$ cat config.mk
export PLATFORM = sky130hd
export DESIGN_NAME = mem_access_ctrl
export DESIGN_NICKNAME = d
export VERILOG_FILES = /design/src/rtl/mem_access_ctrl.sv
export SDC_FILE = /design/constraint.sdc
export NUM_CORES = 1
export LEC_CHECK = 0
export BUFFER_PORTS_ARGS = -buffer_cell sky130_fd_sc_hd__buf_2
export CAP_MARGIN = 30
export CORE_MARGIN = 2
export CORE_UTILIZATION = 47
export CTS_CLUSTER_SIZE = 10
export DETAILED_ROUTE_END_ITERATION = 6
export GPL_TIMING_DRIVEN = 0
export PLACE_DENSITY = 0.86
export SLEW_MARGIN = 20
export SYNTH_ARGS = -nofsm -noshare
export SYNTH_HDL_FRONTEND = slang
export SYNTH_SLANG_ARGS = --single-unit
$ cat constraint.sdc
create_clock -name clk -period 6.4 [get_ports clk]
set_input_delay 1.6 -clock clk [delete_from_list [all_inputs] [get_ports clk]]
set_output_delay 1.6 -clock clk [all_outputs]
set_load 0.02 [all_outputs]
$ cat src/rtl/mem_access_ctrl.sv
// Data-memory access controller: sub-word store RMW, load align/extend.
// Optional misalignment trap via MEM_ALIGN_TRAP_EN.
module mem_access_ctrl #(
  parameter int ADDR_W = 32
) (
  input  logic              clk,
  input  logic              rst,
  input  logic              req_valid,
  input  logic [ADDR_W-1:0] req_addr,
  input  logic [31:0]       req_wdata,
  input  logic [1:0]        req_memwrite,
  input  logic              req_load,
  input  logic [2:0]        req_memread,
  output logic [ADDR_W-1:0] mem_addr,
  output logic [31:0]       mem_wdata,
  output logic              mem_we,
  input  logic [31:0]       mem_rdata,
  output logic              stall,
  output logic [31:0]       load_data,
  output logic              load_valid,
  output logic              align_err
);

  typedef enum logic [1:0] {
    IDLE, RMW_RD, RMW_WR, LD_WAIT
  } state_t;

  state_t      state_q, state_d;
  logic [31:0] merge_q, merge_d;

  logic        is_st, is_sw, is_sh, is_ld;
  logic        ld_h, ld_b, ld_s;
  logic [1:0]  off;
  logic        trap;
  logic [31:0] merged, ext;
  logic [7:0]  rbyte;
  logic [15:0] rhalf;

  assign mem_addr = {req_addr[ADDR_W-1:2], 2'b00};

  assign is_st = (req_memwrite != 2'b00);
  assign is_sw = (req_memwrite == 2'b11);
  assign is_sh = (req_memwrite == 2'b01);
  assign is_ld = req_load & ~is_st;

  assign ld_h = (req_memread == 3'b001) | (req_memread == 3'b010);
  assign ld_b = (req_memread == 3'b011) | (req_memread == 3'b100);
  assign ld_s = (req_memread == 3'b001) | (req_memread == 3'b011);

  // halfwords only ever sit at offset 0 or 2; bytes use the full offset
  assign off = (is_sh | (is_ld & ld_h)) ? {req_addr[1], 1'b0}
                                        : req_addr[1:0];

`ifdef MEM_ALIGN_TRAP_EN
  logic mis;
  assign mis = is_st ? ((is_sw & (req_addr[1:0] != 2'b00)) |
                        (is_sh & req_addr[0]))
                     : (is_ld & (((~ld_h & ~ld_b) &
                                  (req_addr[1:0] != 2'b00)) |
                                 (ld_h & req_addr[0])));
  assign trap = req_valid & mis;
`else
  assign trap = 1'b0;
`endif

  // lane merge of store data into the word read back from memory
  always_comb begin
    merged = mem_rdata;
    if (is_sh) begin
      if (off[1]) merged[15:0] = req_wdata[15:0];
      else        merged[31:16] = req_wdata[15:0];
    end else begin
      unique case (off)
        2'd0:    merged[31:24] = req_wdata[7:0];
        2'd1:    merged[23:16] = req_wdata[7:0];
        2'd2:    merged[15:8]  = req_wdata[7:0];
        default: merged[7:0]   = req_wdata[7:0];
      endcase
    end
  end

  // load lane select and sign/zero extension
  always_comb begin
    unique case (off)
      2'd0:    rbyte = mem_rdata[31:24];
      2'd1:    rbyte = mem_rdata[23:16];
      2'd2:    rbyte = mem_rdata[15:8];
      default: rbyte = mem_rdata[7:0];
    endcase
    rhalf = off[1] ? mem_rdata[15:0] : mem_rdata[31:16];
    ext   = mem_rdata;
    if (ld_h)      ext = {{16{ld_s & rhalf[15]}}, rhalf};
    else if (ld_b) ext = {{24{ld_s & rbyte[7]}}, rbyte};
  end

  // state and merge register
  always_ff @(posedge clk) begin
    if (rst) begin
      state_q <= IDLE;
      merge_q <= '0;
    end else begin
      state_q <= state_d;
      merge_q <= merge_d;
    end
  end

  // next state and outputs
  always_comb begin
    state_d    = state_q;
    merge_d    = merge_q;
    mem_we     = 1'b0;
    mem_wdata  = req_wdata;
    stall      = 1'b0;
    load_valid = 1'b0;
    load_data  = '0;
    align_err  = 1'b0;
    unique case (state_q)
      IDLE: begin
        if (req_valid) begin
          if (trap) begin
            align_err  = 1'b1;
            load_valid = is_ld;
          end else if (is_sw) begin
            mem_we = 1'b1;
          end else if (is_st) begin
            stall   = 1'b1;
            state_d = RMW_RD;
          end else if (req_load) begin
            stall   = 1'b1;
            state_d = LD_WAIT;
          end
        end
      end
      RMW_RD: begin
        stall   = 1'b1;
        merge_d = merged;
        state_d = RMW_WR;
      end
      RMW_WR: begin
        mem_we    = 1'b1;
        mem_wdata = merge_q;
        state_d   = IDLE;
      end
      default: begin
        load_valid = 1'b1;
        load_data  = ext;
        state_d    = IDLE;
      end
    endcase
    if (rst) begin
      state_d    = IDLE;
      merge_d    = '0;
      mem_we     = 1'b0;
      stall      = 1'b0;
      load_valid = 1'b0;
      load_data  = '0;
      align_err  = 1'b0;
    end
  end

endmodule

==> reports/qor.txt, run 1 <==
Syn avg cell area: 8.139 um^2
WS Path Type: in -> out
Max cap viols: 0
DRC: 0
Crit path max-delay cell type: nor3_1
FFs w/ async S/R, synth: 0%
Arr. time, crit path: 3.84 ns
R2r setup slk: 4.26 ns
Post_cts resized: 0
Most frequent CP cell: clkbuf_1
Top_reg_cell synth: dfxtp_1
Crit-path max FO: 10
Post-synthesis cell type count: 49
CTS tree: built
Worst clock skew: 0.004093 ns
Fin crit period: 5.441 ns
Die area: 7608 um^2
Vias in the first global route: 3552
R2R Path Start: state_q[0]$_SDFFE_PP0P_
Initial antenna violation count: 0
Synth top area share: 20.91%
Post-DP HPWL: 9.436 mm
Fin nets: 681
Leakage Power: 2.059 nW
Max Clk Rate: 0.1838 GHz
Hold_buf cts: 0
Iter 0 DRT Violations: 344
Hold Startpoint: merge_q[6]$_SDFFE_PP0P_
Dpl ws: 1.025 ns
Cell Rows: 30
Required @ worst endpoint: 4.80 ns
Status: finished, final reports clean
Detail Route Antenna Nets: 0
Multi-input logic area: 2158 um^2
Worst r2r path cells: 4
Num Clock Sinks: 34
Die X: 87.23 um
RSZ-0062 raised after global routing: false
Share of layout cells above drive strength 1: 45.23%
Min Hold Slack: 0.4998 ns
Synth area leaders: dfxtp_1 21%, mux2_2 11%, mux2i_1 10%
Hold EP: merge_q[6]$_SDFFE_PP0P_
DR pass1 iterations: 5
Starting Density: 48.19%
Core ar.: 6756 um^2
ANT cells: 0
Final period util: 85.01%
H-tree Lvls: 2
Wire per inst: 18.35 um
Worst VDD drop: 0.08603 mV
Crit-path max cell delay: 0.58 ns
Final core utilization: 63.50%
Post-synth design cell area: 3256 um^2
Post-synthesis cell count: 400
Yosys reg bits: 34
Largest net degree at the start of global routing: 11
Critical Path End Type: output pin
Clock root cell: clkbuf_8
Post-Place Cells: 649
Synth cell count leaders: 39 x a211oi_1, 38 x nor2_1, 34 x dfxtp_1
Setup TNS: 0 ns
Leading area contributor after synthesis: dfxtp_1
Reg2reg end: merge_q[10]$_SDFFE_PP0P_
Die Ht: 87.23 um
Area Overhead vs Synth: 31.78%
Worst Hold Class: reg -> reg
Clk_lat worst skew: 0.28 ns
Worst hold path depth: 2
# setup viols final: 0
EDFF count, synth: 0
Slew Limit Fails: 0
Worst-Margin Slew: 1.070 ns
Worst-path clk slew: 0.07 ns
Post-Route WL: 12.05 mm
Final worst setup slack: 0.9591 ns
PortBufs: 167
Gr usage total: 29.86%
Most numerous cell in the Yosys netlist: a211oi_1
Yosys warns: 0
Fill cell count: 621
Seq/Total Area, Yosys: 20.91%
Final Hold Vio Count: 0
Via density: 6.020
P per Cell Area: 161.0 nW/um^2
Gr ovfl total: 0
Post-CTS Setup Bufs: 0
I/O pins: 205
GP Congestion: 0.9267
Vias: 3955
First-pass GRT wire length: 17.66 mm
Total CTS buffers: 5
Worst setup SP type: primary input
Worst slew margin: 28.64%
Crit-path cells: clkbuf_1 > or2_0 > clkbuf_1 > nor3_1 > clkbuf_1 > a22oi_1 > nand2_1 > buf_2
Max Root-Sink Buffers: 2
Fin cells: 657
FF/Latch Area: 680.7 um^2
[layout by cell type (no fill, tap or decap), drive strengths merged, types with 3 or more instances in the layout]
cell	instances
buf	212
a211o	3
a211oi	39
o22ai	7
nand2	17
nor3	4
o21ai	20
mux2i	33
a21oi	22
and2	9
dfxtp	34
conb	3
mux2	33
inv	10
nor2b	12
nor2	39
a22oi	7
a2111oi	16
clkbuf	28
a221o	7
[per-layer routing]
layer,global-route usage (%),part of all wire (%)
met3,5.592,11
met5,0,0
met2,49.69,47
met4,11.47,3.0
met1,38.24,38
[sequential cells by signal, summed over array words and instances, names as in the netlist]
name     count
merge_q     32
state_q      2
[cell type report]
type	instances	area share [%]
clock buffer	7	2.012
clock inverter	1	0.1167
tap	80	2.333
sequential	34	15.86
multi-input combinational	292	50.31
inverter	10	0.8749
buffer	66	9.011
timing repair buffer	167	19.48
[metrics by stage]
step	cell area, um^2	power, mW
final	4290	0.6906
after detailed placement	4199	0.5189
after CTS	4290	0.6847
after floorplan	3263	0.4248
after global routing	4290	0.7180
after global placement	4199	0.5131
[power breakdown]
| group | internal (mW) | total, mW | leakage (nW) | switching [mW] |
|---|---|---|---|---|
| Sequential | 0.233 | 0.245 | 0.279 | 0.0123 |
| Clock | 0.0870 | 0.172 | 0.0482 | 0.0849 |
| Combinational | 0.112 | 0.274 | 1.73 | 0.162 |
[how the worst max path moves through the flow]
stage	start	endpoint
floorplan	rst	load_data[21]
global placement	rst	load_data[11]
detailed placement	rst	load_data[11]
CTS	rst	load_data[11]
global route	rst	load_data[11]
finish	rst	load_data[11]
[worst max-delay path, delay by kind of cell]
family	cells	cell delay (ns)
and+or+nand+nor	3	0.96
buffers and inverters	4	1.08
AOI/OAI and AO/OA	1	0.19
[logic make-up (layout without fill, tap and decap cells)]
kind of cell           Yosys count  in the layout  synth area share [%]
other                            1              3                0.1152
AO/OA/AOI/OAI                  128            128                 28.75
XOR/XNOR                         2              2                0.7688
flip-flops                      34             34                 20.91
buffers and inverters           76            251                 13.03
AND/OR/NAND/NOR                 93             93                 14.87
multiplexers                    66             66                 21.56
Power figures use the tool's default switching activity.
==> run 2: changes to the inputs <==
--- a/config.mk
+++ b/config.mk
@@ -8,11 +8,11 @@
 export BUFFER_PORTS_ARGS = -buffer_cell sky130_fd_sc_hd__buf_2
 export CAP_MARGIN = 30
 export CORE_MARGIN = 2
-export CORE_UTILIZATION = 47
+export CORE_UTILIZATION = 44
 export CTS_CLUSTER_SIZE = 10
 export DETAILED_ROUTE_END_ITERATION = 6
 export GPL_TIMING_DRIVEN = 0
-export PLACE_DENSITY = 0.86
+export PLACE_DENSITY = 0.81
 export SLEW_MARGIN = 20
 export SYNTH_ARGS = -nofsm -noshare
 export SYNTH_HDL_FRONTEND = slang
==> constraint.sdc (replaced) <==
create_clock -name clk -period 5.2 [get_ports clk]
set_input_delay 1.3 -clock clk [delete_from_list [all_inputs] [get_ports clk]]
set_output_delay 1.3 -clock clk [all_outputs]
set_load 0.02 [all_outputs]
==> reports/qor.txt, run 2 (synthesized netlist as in run 1, its figures left out) <==
Status: finished, final reports clean
Post-route cell area: 4318 um^2 (+0.64%)
Clk_lat worst skew: 0.29 ns (about the same)
Initial antenna violation count: 0 (unchanged)
Crit-path max cell delay: 0.46 ns (-0.12 ns)
Gr ovfl total: 0 (unchanged)
Max Clk Rate: 0.2069 GHz
Fin nets: 681 (unchanged)
Worst slew margin: 31.35% (+2.7 points)
Die area: 8104 um^2 (+6.5%)
Most frequent cells in the layout: 173 x buf_2, 39 x a211oi_1, 38 x nor2_1, 34 x dfxtp_1
Required @ worst endpoint: 3.90 ns (-0.90 ns)
Via density: 5.747 (-4.5%)
Arr. time, crit path: 3.53 ns (-0.31 ns)
Worst Hold Class: reg -> reg
Slew Limit Fails: 0 (unchanged)
Total CTS buffers: 5 (unchanged)
First-pass GRT wire length: 18.44 mm (+4.4%)
H-tree Lvls: 2 (unchanged)
Pwr Total: 852.4 uW (+23%)
Wire per inst: 18.06 um (-1.6%)
Most frequent CP cell: clkbuf_1
Most common cell after layout, fill and taps aside: buf_2
Max cap viols: 0 (unchanged)
GP Congestion: 0.9220 (-0.51%)
Clock root cell: clkbuf_8
Post_cts resized: 0 (unchanged)
Final period util: 92.96%
Num Clock Sinks: 34 (unchanged)
Cell Rows: 31 (+3.3%)
Max Root-Sink Buffers: 2 (unchanged)
Setup TNS: 0 ns (unchanged)
Die Ht: 90.02 um (+3.2%)
Post-DP HPWL: 9.545 mm (+1.2%)
Top Registers: merge_q: 32 flops, state_q: 2 flops
Final Hold Vio Count: 0 (unchanged)
Worst-Margin Slew: 1.030 ns (-0.04071 ns)
Leakage Power: 2.058 nW (about the same)
Most flops, register: merge_q
Vias: 3885 (-1.8%)
Worst setup SP type: primary input
DRC: 0 (unchanged)
Post-Route WL: 12.21 mm (+1.3%)
Vias in the first global route: 3571 (+0.53%)
Post-CTS Setup Bufs: 0 (unchanged)
P per Cell Area: 197.4 nW/um^2 (+23%)
Hold_buf cts: 0 (unchanged)
Largest net degree at the start of global routing: 12 (+1)
Worst VDD drop: 0.1017 mV (+18%)
DR pass1 iterations: 6 (+1)
PortBufs: 167 (unchanged)
I/O pins: 205 (unchanged)
Starting Density: 45.13% (-3.1 points)
Crit-path max FO: 10 (unchanged)
Max reg flops: 32 (unchanged)
# setup viols final: 0 (unchanged)
R2r setup slk: 3.12 ns (-1.14 ns)
Crit path max-delay cell type: clkbuf_1
Crit-path cells: clkbuf_1 > or2_0 > clkbuf_1 > inv_1 > o21ai_0 > clkbuf_1 > o21ai_0 > buf_2
Worst clock skew: 0.006872 ns (+0.002779 ns)
Placed inst area: 4223 um^2 (+0.57%)
RSZ-0062 raised after global routing: false
Fill cell count: 698 (+12%)
Gr usage total: 28.07% (-1.8 points)
Iter 0 DRT Violations: 322 (-6.4%)
Share of layout cells above drive strength 1: 45.41% (+0.17 points)
Detail Route Antenna Nets: 0 (unchanged)
Final core utilization: 59.85% (-3.6 points)
WS Path Type: in -> out
ANT cells: 0 (unchanged)
Worst-path clk slew: 0.07 ns (about the same)
Critical Path End Type: output pin
Core ar.: 7214 um^2 (+6.8%)
Area Overhead vs Synth: 32.63%
Die X: 90.02 um (+3.2%)
CTS tree: built
Fin crit period: 4.834 ns
-- run 2: path summary, 6_finish.rpt --
check                                                 to  cells past startpoint                     start
worst min-delay path            merge_q[16]$_SDFFE_PP0P_                      2  merge_q[16]$_SDFFE_PP0P_
worst max-delay path                       load_data[28]                      8                       rst
worst max register to register  merge_q[23]$_SDFFE_PP0P_                      5   state_q[0]$_SDFFE_PP0P_
worst min register to register  merge_q[16]$_SDFFE_PP0P_                      2  merge_q[16]$_SDFFE_PP0P_
-- run 2: metal layers --
metal  part of all wire [%]  vias up  global-route usage (%)  routed length [um]
met5                      0        -                       0                   0
met4                    2.8        0                   10.13                 341
met3                     10       26                   6.287                1273
met2                     45      262                   45.55                5490
met1                     42     1785                   36.54                5102
li1                       -     1812                       -                   -
-- run 2: final cells by class --
cell class	count	area (um^2)	area share, %
Multi-Input combinational cell	292	2158	49.99
Timing Repair Buffer	167	835.8	19.36
Sequential cell	34	680.7	15.76
Buffer	66	386.6	8.954
Tap cell	99	123.9	2.869
Clock buffer	6	82.58	1.912
Inverter	10	37.54	0.8693
Clock inverter	2	12.51	0.2898
-- run 2: per-stage QoR --
stage,cells,setup slack (ns),hold WS [ns]
finish,676,0.3660,0.5001
global route,676,0.1947,0.5300
CTS,676,0.4565,0.5040
detailed placement,668,0.4496,0.4910
global placement,668,0.4185,0.4838
floorplan,402,0.9189,0.4692
-- run 2: worst max-delay path, delay by kind of cell --
family,cells,cell delay [ns]
AOI/OAI and AO/OA,2,0.56
buffers and inverters,5,1.49
and+or+nand+nor,1,0.18
-- run 2: power by group --
group	switching (mW)	total (mW)	internal, mW
Combinational	0.201	0.339	0.138
Clock	0.106	0.213	0.107
Sequential	0.0145	0.301	0.286
